## src/rtl/alu_operand_stage_pkg.sv

```systemverilog
// Shared definitions for the ALU issue/writeback stage: opcodes, instruction
// field positions and FSM state encoding.
package alu_operand_stage_pkg;

    localparam int unsigned REG_AW  = 4;
    localparam int unsigned FLAGS_W = 4;

    // Opcodes in ALU mux order; CMP is handled by the stage and issued as SUB.
    localparam logic [3:0] OP_ADD  = 4'd0;
    localparam logic [3:0] OP_SUB  = 4'd1;
    localparam logic [3:0] OP_MUL  = 4'd2;
    localparam logic [3:0] OP_OR   = 4'd3;
    localparam logic [3:0] OP_AND  = 4'd4;
    localparam logic [3:0] OP_XOR  = 4'd5;
    localparam logic [3:0] OP_RSH  = 4'd6;
    localparam logic [3:0] OP_LSH  = 4'd7;
    localparam logic [3:0] OP_RROT = 4'd8;
    localparam logic [3:0] OP_CMP  = 4'd9;

    // Instruction fields: [15:12] op, [11:8] rd, [7:4] ra, [3:0] rb/shamt.
    localparam int unsigned OP_MSB = 15;
    localparam int unsigned OP_LSB = 12;
    localparam int unsigned RD_MSB = 11;
    localparam int unsigned RD_LSB = 8;
    localparam int unsigned RA_MSB = 7;
    localparam int unsigned RA_LSB = 4;
    localparam int unsigned RB_MSB = 3;
    localparam int unsigned RB_LSB = 0;

    typedef enum logic {
        StIdle = 1'b0,
        StExec = 1'b1
    } state_e;

    function automatic logic is_shift_op(input logic [3:0] op);
        return (op >= OP_RSH) && (op <= OP_RROT);
    endfunction

    function automatic logic is_legal_op(input logic [3:0] op);
        return op <= OP_CMP;
    endfunction

endpackage

```

## src/rtl/reg_file_16x16.sv

```systemverilog
// 16x16 register file: two async operand read ports, one async debug read
// port, one synchronous write port, asynchronous clear.
module reg_file_16x16
    import alu_operand_stage_pkg::*;
#(
    parameter int unsigned Width = 16,
    parameter int unsigned Depth = 16
) (
    input  logic              clk,
    input  logic              rst,
    input  logic              we_i,
    input  logic [REG_AW-1:0] waddr_i,
    input  logic [Width-1:0]  wdata_i,
    input  logic [REG_AW-1:0] raddr_a_i,
    output logic [Width-1:0]  rdata_a_o,
    input  logic [REG_AW-1:0] raddr_b_i,
    output logic [Width-1:0]  rdata_b_o,
    input  logic [REG_AW-1:0] dbg_addr_i,
    output logic [Width-1:0]  dbg_data_o
);

    logic [Width-1:0] mem_q [Depth];

    // Storage: cleared on reset, single write per cycle.
    always_ff @(posedge clk or posedge rst) begin
        if (rst) begin
            for (int unsigned i = 0; i < Depth; i++) begin
                mem_q[i] <= '0;
            end
        end else if (we_i) begin
            mem_q[waddr_i] <= wdata_i;
        end
    end

    // Reads return pre-edge contents, giving read-before-write on a same-cycle write.
    assign rdata_a_o  = mem_q[raddr_a_i];
    assign rdata_b_o  = mem_q[raddr_b_i];
    assign dbg_data_o = mem_q[dbg_addr_i];

endmodule

```

## src/rtl/alu_operand_stage.sv

```systemverilog
// Issue/writeback stage around a combinational ALU: accepts one instruction,
// registers its operands, drives the ALU for one cycle, then writes back.
module alu_operand_stage
    import alu_operand_stage_pkg::*;
#(
    parameter int unsigned LEN   = 16,
    parameter int unsigned NREGS = 16
) (
    input  logic               clk,
    input  logic               rst,
    input  logic               in_valid,
    output logic               in_ready,
    input  logic [15:0]        in_instr,
    input  logic               ld_en,
    input  logic [REG_AW-1:0]  ld_addr,
    input  logic [LEN-1:0]     ld_data,
    input  logic [REG_AW-1:0]  dbg_addr,
    output logic [LEN-1:0]     dbg_data,
    output logic [LEN-1:0]     alu_r2,
    output logic [LEN-1:0]     alu_r3,
    output logic [3:0]         alu_opcode,
    output logic [3:0]         alu_shift,
    output logic               alu_execute,
    input  logic [LEN-1:0]     alu_r1,
    input  logic [FLAGS_W-1:0] alu_flags,
    output logic [FLAGS_W-1:0] flags_q,
    output logic               done,
    output logic               illegal
);

    state_e            state_q, state_d;
    logic              ready_q;
    logic [LEN-1:0]    alu_r2_q, alu_r3_q;
    logic [3:0]        op_q, alu_opcode_q, shift_q;
    logic [REG_AW-1:0] rd_q;
    logic              done_q, illegal_q;

    logic [3:0]        instr_op;
    logic [REG_AW-1:0] instr_rd, instr_ra, instr_rb;
    logic              accept, op_legal, op_shift, issue;
    logic              ld_fire, wb_en, rf_we;
    logic [REG_AW-1:0] rf_waddr;
    logic [LEN-1:0]    rf_wdata, rf_rdata_a, rf_rdata_b;

    assign instr_op = in_instr[OP_MSB:OP_LSB];
    assign instr_rd = in_instr[RD_MSB:RD_LSB];
    assign instr_ra = in_instr[RA_MSB:RA_LSB];
    assign instr_rb = in_instr[RB_MSB:RB_LSB];

    assign accept   = in_valid && ready_q;
    assign op_legal = is_legal_op(instr_op);
    assign op_shift = is_shift_op(instr_op);
    assign issue    = accept && op_legal;

    // Loads and writebacks never collide: loads only in IDLE, writeback only in EXEC.
    assign ld_fire  = ld_en && (state_q == StIdle);
    assign wb_en    = (state_q == StExec) && (op_q != OP_CMP);
    assign rf_we    = ld_fire || wb_en;
    assign rf_waddr = wb_en ? rd_q : ld_addr;
    assign rf_wdata = wb_en ? alu_r1 : ld_data;

    reg_file_16x16 #(
        .Width (LEN),
        .Depth (NREGS)
    ) u_reg_file (
        .clk        (clk),
        .rst        (rst),
        .we_i       (rf_we),
        .waddr_i    (rf_waddr),
        .wdata_i    (rf_wdata),
        .raddr_a_i  (instr_ra),
        .rdata_a_o  (rf_rdata_a),
        .raddr_b_i  (instr_rb),
        .rdata_b_o  (rf_rdata_b),
        .dbg_addr_i (dbg_addr),
        .dbg_data_o (dbg_data)
    );

    // Next state: one EXEC cycle per legal instruction, illegal ones stay IDLE.
    always_comb begin
        state_d = state_q;
        unique case (state_q)
            StIdle:  if (issue) state_d = StExec;
            StExec:  state_d = StIdle;
            default: state_d = StIdle;
        endcase
    end

    // FSM and handshake/status pulses; ready is registered so it rises one edge after reset.
    always_ff @(posedge clk or posedge rst) begin
        if (rst) begin
            state_q   <= StIdle;
            ready_q   <= 1'b0;
            done_q    <= 1'b0;
            illegal_q <= 1'b0;
        end else begin
            state_q   <= state_d;
            ready_q   <= (state_d == StIdle);
            done_q    <= (state_q == StExec);
            illegal_q <= accept && !op_legal;
        end
    end

    // Operand/control capture at accept; values hold until the next legal issue.
    always_ff @(posedge clk or posedge rst) begin
        if (rst) begin
            alu_r2_q     <= '0;
            alu_r3_q     <= '0;
            op_q         <= '0;
            alu_opcode_q <= '0;
            shift_q      <= '0;
            rd_q         <= '0;
        end else if (issue) begin
            alu_r2_q     <= rf_rdata_a;
            alu_r3_q     <= op_shift ? '0 : rf_rdata_b;
            op_q         <= instr_op;
            alu_opcode_q <= (instr_op == OP_CMP) ? OP_SUB : instr_op;
            shift_q      <= op_shift ? instr_rb : 4'd0;
            rd_q         <= instr_rd;
        end
    end

    // Architectural flags: every legal op (including CMP) updates them at the end of EXEC.
    always_ff @(posedge clk or posedge rst) begin
        if (rst) begin
            flags_q <= '0;
        end else if (state_q == StExec) begin
            flags_q <= alu_flags;
        end
    end

    assign in_ready    = ready_q;
    assign alu_execute = (state_q == StExec);
    assign alu_r2      = alu_r2_q;
    assign alu_r3      = alu_r3_q;
    assign alu_opcode  = alu_opcode_q;
    assign alu_shift   = shift_q;
    assign done        = done_q;
    assign illegal     = illegal_q;

endmodule

```

## config.mk

```make
export PLATFORM = sky130hd
export DESIGN_NAME = alu_operand_stage
export DESIGN_NICKNAME = d
export VERILOG_FILES = /design/src/rtl/alu_operand_stage_pkg.sv /design/src/rtl/reg_file_16x16.sv /design/src/rtl/alu_operand_stage.sv
export SDC_FILE = /design/constraint.sdc
export NUM_CORES = 1
export LEC_CHECK = 0
export CAP_MARGIN = 20
export CORE_MARGIN = 2
export CORE_UTILIZATION = 25
export CTS_CLUSTER_DIAMETER = 150
export CTS_CLUSTER_SIZE = 28
export DETAILED_ROUTE_END_ITERATION = 8
export GPL_ROUTABILITY_DRIVEN = 1
export PLACE_DENSITY = 0.47
export SLEW_MARGIN = 20
export SYNTH_ARGS = -nofsm -noshare
export SYNTH_HDL_FRONTEND = slang
export SYNTH_SLANG_ARGS = --single-unit
```

## constraint.sdc

```tcl
create_clock -name clk -period 14.1 [get_ports clk]
set_input_delay 2.82 -clock clk [delete_from_list [all_inputs] [get_ports clk]]
set_output_delay 2.82 -clock clk [all_outputs]
set_load 0.01 [all_outputs]
```

==> impl.org <==
** Synthesis
- Cells after synthesis :: 1219
- In this run, distinct cell masters in the synthesized netlist total 41.
- Post-Synth Simple-Gate Area :: 3.450%
- Multiplexer area fraction after synthesis :: 43.94%
- Most common cell in the synthesized netlist :: dfrtp_1
- Of the total synthesized cell area, the portion taken by XOR and XNOR cells is 0%.
- For this run, the leading register cell type out of synthesis is dfrtp_1.
- Ranking of synthesized cells by area :: dfrtp_1 44%, mux4_2 22%, mux2_2 15%
- Combinational family with the most area after synthesis :: multiplexers
- When the netlist entered floorplanning its net count stood at 1283.
- The commonest cells after synthesis are 312 x dfrtp_1, 244 x mux2_2, 176 x mux4_2, 80 x mux2i_1, 62 x nand2_1.
- Synthesized-area fraction occupied by ao, oa, aoi and oai cells :: 5.761%
- The cell area that synthesis handed to floorplanning was 17920 um2.
- Sequential area share after synthesis :: 43.58%
- Count of flip-flops with a built-in enable after synthesis :: 0
- Post-synthesis register bit count :: 312
- Mean area per synthesized cell :: between 10 and 15 um2
- In the synthesized netlist the async set-or-reset flop fraction comes to 100.0%.
- Share of synthesized cell area in full adder, half adder and majority cells :: 0%
- Post-synthesis cell type with the largest combined area :: dfrtp_1
- Of the post-synthesis cell area, the dominant cell type holds 43.58%.
- For this run, the number of Yosys warnings is 0.

** Hold path
- The worst hold path begins at alu_r3[2].
- Path class of the lowest-slack min-delay path :: flop to flop

** Layout
- Post-layout nets :: 1345
- Measured on the finished design, the core utilization comes to 28.76%.
- The post-route netlist has 39.50% of its cells at a drive strength greater than 1.
- Number of fill cells in the layout :: 7160
- Compared with the post-synthesis result, the final layout area differs by 14.36%.

** Placement
- During placement, the flow inserted port buffers numbering 127.
- Estimated wirelength of the detail-placed design :: 35900 um
- Final Wtd Congestion :: ~0.77
- Setup slack at placement :: around 5.5 ns

** Pwr
- Portion of total power attributed to combinational logic :: 36.3%
- Across the VDD grid, the largest voltage drop is about 0.067 mV.
- Dividing total power by cell area gives a power density of approximately 170 nW/um2.
- The clock network accounts for between 15 and 20% of the total power.
- Flop pwr share :: 48.4%
- Sw Share :: 32.74%
- The internal portion of the total power is 2.293 mW.
- For this design the total switching power over the nets is 1.116 mW.
- Static leakage power :: 7.697 nW

** Timing
- Total negative slack for setup checks :: 0 ns
- Final setup violation count :: 0
- The total count of max-transition violations in the final report came to 0.
- Setup slack on the critical path of the routed design comes to 5.514 ns.
- Max transition margin :: 20.72%
- Setup repair after global routing left no endpoint under its margin.
- Final critical-path share of the clock period :: between 60 and 70%
- The smallest clock period supported by the final layout is computed as 8.586 ns.
- Worst slew pin tran :: 1.185 ns
- Fmax :: approximately 120 MHz
- Hold violation count in the final report :: 0
- Largest clock skew in the final design :: 0.03138 ns
- Worst Hold Slack :: 0.4932 ns

** Floorplan
- Y dimension of the die :: 271.7 um
- Once the floorplan was initialized, standard cells occupied 25.15% of the core.
- The die is 271.7 um wide.
- Die area :: 73830 um2
- Row count :: 98
- Top-level I/O count :: 128
- Core area :: just over 70000 um2

** Critical path
- Capturing element type of the critical path :: output pin
- Data on the critical path arrives at its endpoint at 5.77 ns.
- Worst path required time :: 11.28 ns
- The worst setup path is launched from a primary input.
- Critical path launch point :: dbg_addr[0]
- Highest fanout seen on the critical path :: 40
- Critical path class :: primary input to output pin
- The worst register-to-register path begins at alu_execute.

** Flow run
- Max-cap violations :: 0

** Clock tree
- CTS Buffer Depth :: 3
- The clock drives 312 sinks.
- TritonCTS created 15 clock buffers.
- Number of cells upsized or downsized after cts :: 0
- Clock root buffer :: clkbuf_16
- TritonCTS built the clock tree.
- Number of H-tree levels :: 1
- Clock slew at reported path FFs :: 0.11 ns
- Clock latency reported for the late side of the worst-skew pair :: 0.53 ns
- The number of hold buffers added after CTS was 0.
- After clock tree synthesis, the setup repair step added 0 buffers.

** Detailed routing
- Antenna-violating nets left :: 0
- DRC Markers :: 0
- The detailed router finished its first iteration with 808 violations.
- Using the TritonRoute via totals, the vias-per-cell ratio works out to approximately 5.3.
- Number of detailed-route iterations in the first pass :: 5
- Summing over every cut layer, the via total after detailed routing is 11750.
- After detailed routing, the average wire length per cell comes to 26.58 um.
- Wires add up to approximately 60000 um.

** GRT
- Entering global routing, the biggest net connects 117 pins.
- Total overflow reported by the global router :: 0
- The initial antenna violation count was 1.
- First-pass GRT wire length :: 87370 um
- Overall fraction of global-route tracks in use :: 15.99%
- The number of global-route vias before repair was 12230.

** Outcome
- The flow ran to the end, and the final reports show no timing, DRC or antenna violations.
[final timing paths]
kind / endpoint / slack, ns / depth (start not counted)
worst max register to register: u_reg_file.mem_q[127] / 11.19 / 3
max in group asynchronous: u_reg_file.mem_q[207] / 9.05 / 4
worst max-delay path: dbg_data[9] / 5.51 / 5
min in group asynchronous: u_reg_file.mem_q[172] / 2.81 / 2
worst min register to register: alu_r3[2] / 0.49 / 2
worst min-delay path: alu_r3[2] / 0.49 / 2
[flip-flops by register name, indices dropped and copies added (netlist names), 4 cells and up]
signal / count
alu_shift: 4
rd_q: 4
alu_r2: 16
op_q: 4
alu_opcode: 4
flags_q: 4
u_reg_file.mem_q: 256
alu_r3: 16
[power by group through the flow]
stage	Clock, mW	Sequential (mW)	Combinational [mW]
3_5_place_dp	0	1.65	1.25
2_1_floorplan	0	1.53	0.929
5_1_grt	0.582	1.70	1.33
4_1_cts	0.552	1.64	1.26
3_3_place_gp	0	1.66	1.22
6_report	0.522	1.65	1.24
[cells by family after synthesis]
family,after synthesis
AO/OA/AOI/OAI,125
flip-flops,312
AND/OR/NAND/NOR,132
buffers and inverters,118
multiplexers,532
[worst max-delay path: stages]
cell	delay, ns
buf_4	0.41
buf_4	0.79
mux4_2	0.59
mux4_2	0.58
clkdlybuf4s50_1	0.52
[cells in the final DEF, fill, tap and decap left out, types with 9 or more instances in the layout]
master           synthesis  routed
mux2_1                  32      32
o211ai_1                16      16
buf_4                   12      35
clkbuf_16                0      15
a2111oi_0               16      16
mux2_2                 244     244
dfrtp_1                312     312
a21oi_1                 19      19
o221ai_1                16      16
a22oi_1                 16      16
mux2i_1                 80      80
o22ai_2                  9       9
nor2_1                  41      41
nand2_1                 62      62
o31ai_1                 16      16
mux4_2                 176     176
clkdlybuf4s50_1          0     118
[area by class of cell]
| type | instances | area [um2] | share of cell area (%) |
|---|---|---|---|
| multi-input combinational | 789 | 9563 | 46.67 |
| antenna | 1 | 2.502 | 0.01221 |
| timing repair buffer | 159 | 1480 | 7.224 |
| inverter | 4 | 22.52 | 0.1099 |
| clock buffer | 15 | 375.4 | 1.832 |
| sequential | 312 | 7807 | 38.10 |
| clock inverter | 2 | 50.05 | 0.2443 |
| tap | 950 | 1189 | 5.801 |
[routing by layer]
metal	up-vias	track usage (%)	wire length, um
li1	4913	-	-
met5	-	0	0
met1	6307	21.25	25180
met3	120	1.911	2903
met4	0	6.405	2534
met2	405	26.53	28710
[per-stage QoR]
| step | power [mW] | cells | area (um2) |
|---|---|---|---|
| after floorplan | 2.455 | 1219 | 17920 |
| after global placement | 2.883 | 2214 | 20060 |
| after detailed placement | 2.907 | 2214 | 20060 |
| after CTS | 3.445 | 2231 | 20490 |
| after global routing | 3.618 | 2231 | 20490 |
| final | 3.409 | 2232 | 20490 |
(Power assumes the default switching activity.)
==> patch (same flow settings) <==
Change the parameter `NREGS` from 16 to 8.
--- a/src/rtl/alu_operand_stage.sv
+++ b/src/rtl/alu_operand_stage.sv
@@ -4,7 +4,7 @@
     import alu_operand_stage_pkg::*;
 #(
     parameter int unsigned LEN   = 16,
-    parameter int unsigned NREGS = 16
+    parameter int unsigned NREGS = 8
 ) (
     input  logic               clk,
     input  logic               rst,
Formal check against the unedited RTL: not equivalent (a bounded check fails within 4 cycles, from zero or initial values and one cycle with rst high).
==> patch against the original RTL <==
  * Critical path depth stayed put
  * Synthesized area is 43% lower
  * Sequential power is 43% lower
  * Worst hold slack worse by 0.015 ns
  * Power is 34% lower
  * Sequential cell count is 128 lower
  * Worst setup slack better by 0.74 ns
  * Non-clock buffer count is 12 lower
  * Wire length is 41% lower
  * Core utilization is 2.5 points higher
  * Design area is 39% lower
  * Via count is 36% lower
  * First-iteration DRC count is 31% lower
  * Global-route usage is 0.88 points higher
  * Highest routed layer unchanged
==> patch: results (changes against the original RTL) <==
Run status
  – Outcome: complete, no violations

Cells and area
  – Combined area of the multi-input logic cells: 5210 sq um (-46%)
  – Clock network share of area: 4.69% (+2.6 points)
  – Total of fill cells in the finished design: 3961 (-45%)
  – Count of multi-input combinational gates: 480 (-39%)
  – Signal buf overhead: 11.2% (+4.0 points)

GRT
  – GR Util All Layers: 16.9% (+0.88 points)
  – Pin count of the biggest net entering global routing: 76 (-35%)

Synthesis
  – Biggest area contributors in the synthesized netlist: dfrtp_1 (45%), mux4_2 (21%), o22a_1 (15%), mux2i_1 (3.3%), nand2_1 (2.5%)
  – Number of unique standard cell types used by synthesis: 37 (-9.8%)
  – Share of the yosys chip area belonging to registers: 45.3% (+1.7 points)
  – Synthesized net count: 802 (-37%)

Placed design
  – Worst setup slack before clock tree synthesis: 6.25 ns (+0.770 ns)
  – Area after detailed placement: 11900 sq um (-41%)
  – Half-perimeter wire length after detailed placement: 21400 microns (-40%)

Setup path
  – Critical path's largest stage delay: 0.51 ns (-0.28 ns)
  – Arr. time, crit path: 5.03 ns (-0.74 ns)
  – Capture point of the worst reg-to-reg path: u_reg_file.mem_q[6]
  – Startpoint of the worst setup timing path: dbg_addr[1]
  – End of the critical path: dbg_data[1]

Route
  – Count of routing violations after the opening detailed-route iteration: 557 (-31%)
  – WL per Instance: 25.3 microns (-4.7%)

Clocking
  – CTS H-tree lvls: 4 (+3)
  – Clock Pin Slew Worst Setup and Hold Paths: 0.07 ns (-0.04 ns)

STA
  – Relative slew slack: 25.5% (+4.8 points)

Power and ir drop
  – P_leak: 4.59 nW (-40%)
-- patch: kinds of logic (layout without fill, tap and decap cells) --
logic type,after synthesis,count (layout),synth area share (%)
mux,149,149,26.7
buf+inv,74,182,3.56
compound gates,243,243,20.3
simple gates,88,88,4.08
flops,184,184,45.3
-- patch: power groups by stage --
stage | Combinational, mW | Clock, mW | Sequential [mW]
floorplan | 0.538 | 0 | 0.902
global placement | 0.828 | 0 | 0.933
detailed placement | 0.835 | 0 | 0.944
CTS | 0.839 | 0.504 | 0.933
global route | 0.890 | 0.526 | 0.972
finish | 0.826 | 0.488 | 0.940
-- patch: metal layers --
metal / part of all wire [%] / wire (microns)
met1: 45 / 15700
met2: 48 / 16700
met3: 4.6 / 1610
met4: 2.1 / 738
met5: 0 / 0
-- patch: tightest hold or removal path, cell delays in order (launching register included) --
cell and delay [ns]:
dfrtp_1 0.35, nand2_1 0.04, o21ai_0 0.05
